===== src/rtl/multi_rate_counter.sv =====
// Multi-rate up/down counter with a selectable tick prescaler and active-low 7-segment outputs.
// Define MULTI_RATE_COUNTER_BCD_EN for decimal digits with carry/borrow; otherwise the count is plain binary.
module multi_rate_counter #(
    parameter int NUM_DIGITS = 2,
    parameter int CLK_HZ     = 50000000
) (
    input  logic                    CLOCK_50,
    input  logic                    resetn,
    input  logic [1:0]              rate_sel,
    input  logic                    run,
    input  logic                    up,
    input  logic                    clear,
    output logic [4*NUM_DIGITS-1:0] count,
    output logic                    tick,
    output logic                    wrap,
    output logic [7*NUM_DIGITS-1:0] HEX
);

    localparam int CW = 4 * NUM_DIGITS;
    localparam int PW = $clog2(4 * CLK_HZ);

    localparam logic [PW-1:0] TERM_1S = PW'(CLK_HZ - 1);
    localparam logic [PW-1:0] TERM_2S = PW'(2 * CLK_HZ - 1);
    localparam logic [PW-1:0] TERM_4S = PW'(4 * CLK_HZ - 1);

    logic          run_en;
    logic [1:0]    rate_q;
    logic [PW-1:0] presc;
    logic [PW-1:0] term;
    logic [CW-1:0] count_q;
    logic [CW-1:0] count_next;
    logic          wrap_next;
    logic          tick_q;
    logic          wrap_q;

    always_comb begin
        term = '0;
        case (rate_q)
            2'b00:   term = '0;
            2'b01:   term = TERM_1S;
            2'b10:   term = TERM_2S;
            default: term = TERM_4S;
        endcase
    end

    // Value the counter takes on the next update, plus whether that update wraps.
`ifdef MULTI_RATE_COUNTER_BCD_EN
    logic       carry;
    logic [3:0] digit;

    always_comb begin
        count_next = count_q;
        wrap_next  = 1'b0;
        carry      = 1'b1;
        digit      = '0;
        for (int i = 0; i < NUM_DIGITS; i++) begin
            digit = count_q[4*i +: 4];
            if (carry) begin
                if (up) begin
                    carry = (digit >= 4'd9);
                    digit = carry ? 4'd0 : digit + 4'd1;
                end else begin
                    carry = (digit == 4'd0);
                    digit = carry ? 4'd9 : digit - 4'd1;
                end
            end
            count_next[4*i +: 4] = digit;
        end
        wrap_next = carry;
    end
`else
    always_comb begin
        count_next = count_q;
        wrap_next  = 1'b0;
        if (up) begin
            count_next = count_q + 1'b1;
            wrap_next  = &count_q;
        end else begin
            count_next = count_q - 1'b1;
            wrap_next  = ~|count_q;
        end
    end
`endif

    // run_en holds off all updates for the first edge after reset release; rate_sel is still sampled then.
    always_ff @(posedge CLOCK_50 or negedge resetn) begin
        if (!resetn) begin
            run_en  <= 1'b0;
            rate_q  <= 2'b00;
            presc   <= '0;
            count_q <= '0;
            tick_q  <= 1'b0;
            wrap_q  <= 1'b0;
        end else begin
            run_en <= 1'b1;
            rate_q <= rate_sel;
            tick_q <= 1'b0;
            wrap_q <= 1'b0;
            if (run_en) begin
                if (clear) begin
                    presc   <= '0;
                    count_q <= '0;
                end else if (rate_sel != rate_q) begin
                    presc <= '0;
                end else if (run) begin
                    if (presc == term) begin
                        presc   <= '0;
                        count_q <= count_next;
                        tick_q  <= 1'b1;
                        wrap_q  <= wrap_next;
                    end else begin
                        presc <= presc + 1'b1;
                    end
                end
            end
        end
    end

    function automatic logic [6:0] seg7(input logic [3:0] d);
        logic [6:0] s;
        s = 7'b1111111;
        case (d)
            4'h0: s = 7'b1000000;
            4'h1: s = 7'b1111001;
            4'h2: s = 7'b0100100;
            4'h3: s = 7'b0110000;
            4'h4: s = 7'b0011001;
            4'h5: s = 7'b0010010;
            4'h6: s = 7'b0000010;
            4'h7: s = 7'b1111000;
            4'h8: s = 7'b0000000;
            4'h9: s = 7'b0010000;
            4'hA: s = 7'b0001000;
            4'hB: s = 7'b0000011;
            4'hC: s = 7'b1000110;
            4'hD: s = 7'b0100001;
            4'hE: s = 7'b0000110;
            4'hF: s = 7'b0001110;
            default: s = 7'b1111111;
        endcase
        return s;
    endfunction

    always_comb begin
        HEX = '0;
        for (int i = 0; i < NUM_DIGITS; i++) begin
            HEX[7*i +: 7] = seg7(count_q[4*i +: 4]);
        end
    end

    assign count = count_q;
    assign tick  = tick_q;
    assign wrap  = wrap_q;

endmodule


===== config.mk =====
export PLATFORM = sky130hd
export DESIGN_NAME = multi_rate_counter
export DESIGN_NICKNAME = d
export VERILOG_FILES = /design/src/rtl/multi_rate_counter.sv
export SDC_FILE = /design/constraint.sdc
export NUM_CORES = 1
export LEC_CHECK = 0
export ABC_AREA = 1
export BUFFER_PORTS_ARGS = -buffer_cell sky130_fd_sc_hd__buf_4
export CAP_MARGIN = 10
export CORE_MARGIN = 2
export CORE_UTILIZATION = 60
export DETAILED_ROUTE_END_ITERATION = 10
export MAX_ROUTING_LAYER = met4
export PLACE_DENSITY = 0.85
export SLEW_MARGIN = 20
export SYNTH_ARGS = -nofsm -noshare
export SYNTH_HDL_FRONTEND = slang
export SYNTH_SLANG_ARGS = --single-unit

===== constraint.sdc =====
create_clock -name CLOCK_50 -period 2.15 [get_ports CLOCK_50]
set_input_delay 0.43 -clock CLOCK_50 [delete_from_list [all_inputs] [get_ports CLOCK_50]]
set_output_delay 0.43 -clock CLOCK_50 [all_outputs]
set_load 0.03 [all_outputs]

==> run_results.csv <==
group,metric,value,unit
outcome,status,"completed",
worst_setup_path,path_cells,"inv_2 > ha_4 > inv_1 > nand2_1 > nand2_1 > nor2_1 > nand2_1 > nor2_4 > nand4_1 > nand2_2 > nand2_1 > o21ai_0",
sta,holdWs,104.0,ps
sta,setup_violations,0,
worst_hold_path,hp-class,"input port to async pin",
die,initial_core_util,62.29,%
cells_and_area,final_layout_size_suffix_gt1_share,17.79,%
power,power.total,2.957,mW
worst_setup_path,reg2reg_to,"count[4]",
worst_setup_path,cp.required,2360,ps
flow_run,cap_violations,0,
synthesis,syn_inst,509,
worst_setup_path,r2r_setup_slack,40,ps
cells_and_area,final_cell_mix,"113 x nand2_1, 60 x inv_1, 60 x nor2_1, 44 x buf_4",
sta,slew_violations,0,
grt,grtUsageTotal,30.71,%
synthesis,avgSynthCellArea,6.780,um2
synthesis,syn_nets,538,
route,via_per_inst,5.767,
synthesis,synth-edff-count,0,
route,wl,9423,um
cells_and_area,nNetsFinal,579,
sta,hold_viol,0,
route,dr.first_iter.drc_count,364,
power,power_density,735.4,nW/um2
clocking,cts_tree,"built",
synthesis,yosysSeqAreaShare,29.73,%
synthesis,synth-warning-count,0,
sta,skew,8.273,ps
route,first_pass_iters,5,
grt,grt_use_met2,45.88,%
worst_setup_path,worstPathMaxFanout,8,
worst_setup_path,max_stage_delay,420,ps
die,core_area,5540,um2
worst_setup_path,end_kind,"flop",
die,die_w,79.84,um
die,io_pins,31,
grt,grt_pass1_wl,15100,um
placement,hpwl,6919,um
worst_setup_path,reg2regPathDepth,12,
sta,finalCritPeriodShare,98.28,%
clocking,cts_hold_buf,0,
cells_and_area,n_antenna_cell,0,
worst_setup_path,critPathMostFrequentCell,"nand2_1",
worst_setup_path,critPathArrivalTime,2320,ps
grt,top_usage_layer,"met2",
sta,fin_crit,2113,ps
route,wl_per_cell,15.13,um
sta,worst_slew_pin_slew,538.7,ps
worst_setup_path,start_kind,"flop",
synthesis,synth_area,3451,um2
clocking,clock_sinks,41,
synthesis,ys_types,42,
synthesis,synthArstFlopShare,100.0,%
clocking,cts_root_buffer,"clkbuf_8",
sta,max_freq,473.2,MHz
die,dieArea,6374,um2
cells_and_area,layout_commonest_cell,"nand2_1",
worst_setup_path,path_class,"flop to flop",
grt,first_global_vias,3209,
sta,relSlewSlack,64.09,%
power,peakVddDrop,0.5236,mV
clocking,cts_max_path_buffers,2,
clocking,clk_pin_slew,90,ps
grt,grtUsageMet3,6.561,%
placement,globalplace.congestion,1.022,
power,cellLeakagePower,1.851,nW
placement,dp.cells,606,
grt,grt-ovfl-total,0,
clocking,insertion_delay,300,ps
grt,antenna_found_initial,0,
route,vias,3593,
clocking,htree_levels,2,
die,fp-row-count,27,
worst_setup_path,worstReg2RegStart,"rate_q[0]",
placement,portBuffers,30,
route,antenna_left,0,
die,die_h,79.84,um
sta,setup-tns-final,0,ps
route,drc,0,
cells_and_area,final_cells,623,
worst_setup_path,cp_slowest_cell,"dfrtp_1",
cells_and_area,syn_to_final_growth,16.53,%
grt,grt_util_met1,42.62,%
synthesis,ys.flop_type,"dfrtp_1",
synthesis,ys_ff_latch,41,
grt,grt_max_degree,42,
clocking,cts_buffers,5,
how the worst max path moves through the flow:
stage,startpoint,endpoint,slack (ps),depth (start not counted)
floorplan,count[0],HEX[0],80,6
global placement,up,count[5],90,11
detailed placement,up,count[5],30,11
CTS,rate_q[0],count[2],6,9
global route,rate_q[0],count[5],-50,12
finish,rate_q[0],count[4],40,12
registers in the layout, summed over array words and instances (netlist names):
register  flops
count         8
presc        28
rate_q        2
run_en        1
tick          1
wrap          1
stage by stage:
stage | utilization [%] | worst slack, ps | area, um2
6_report | 72.58 | 36.87 | 4021
5_1_grt | 72.58 | -46.05 | 4021
4_1_cts | 70.17 | 5.913 | 3887
3_5_place_dp | 67.91 | 32.20 | 3762
3_3_place_gp | 67.91 | 91.18 | 3762
2_1_floorplan | - | 76.05 | 3461
synth_stat cells (all sizes together), types with 9 or more instances:
| cell type | number | share of area [%] |
|---|---|---|
| dfrtp | 41 | 30 |
| nand4 | 9 | 1.6 |
| nand3 | 39 | 6.2 |
| o21ai | 37 | 5.4 |
| ha | 21 | 7.6 |
| inv | 70 | 7.6 |
| o22ai | 11 | 2.0 |
| nand2 | 118 | 13 |
| nor3 | 18 | 2.6 |
| a21oi | 21 | 3.2 |
| xor2 | 10 | 2.5 |
| nor2 | 66 | 7.8 |
power by group:
group	switching (mW)	internal [mW]
Sequential	0.0744	0.815
Combinational	0.868	0.526
Clock	0.297	0.378
Total	1.24	1.72
cells by family (layout without fill, tap and decap cells):
group	count (synthesis)	count (layout)	synth area share, %
compound gates	83	83	13.63
xor+xnor	16	16	4.061
fa+ha+maj	22	22	8.194
buf+inv	82	123	9.898
flops	41	41	29.73
other cells	1	1	0.1087
simple gates	264	265	34.37
critical path: cells and delay by family (launching register included):
kind | cells | cell delay (ps)
simple gates | 8 | 1060
flops | 1 | 420
fa+ha+maj | 1 | 280
buf+inv | 2 | 150
compound gates | 1 | 100
cell type report:
class,instances,area [um2]
multi-input cells,387,2158
fillers,444,1519
flip-flops and latches,41,1032
repair buffers,45,350.3
inverters,70,270.3
well taps,72,90.09
clock buffers,6,82.58
clock inverters,2,37.54
layer usage:
layer	vias up	part of all wire [%]
met5	-	0
li1	1752	-
met3	27	8.9
met2	182	45
met1	1632	44
met4	0	2.1
what timing repair did:
item                                    4_1_cts  5_1_grt
gates resized for setup                       7       24
cloned                                        0        1
endpoints found under the setup margin        4       39
pin swaps                                     0        7
setup buffers                                 0        8
No activity file was read; power rests on OpenSTA's default activity.
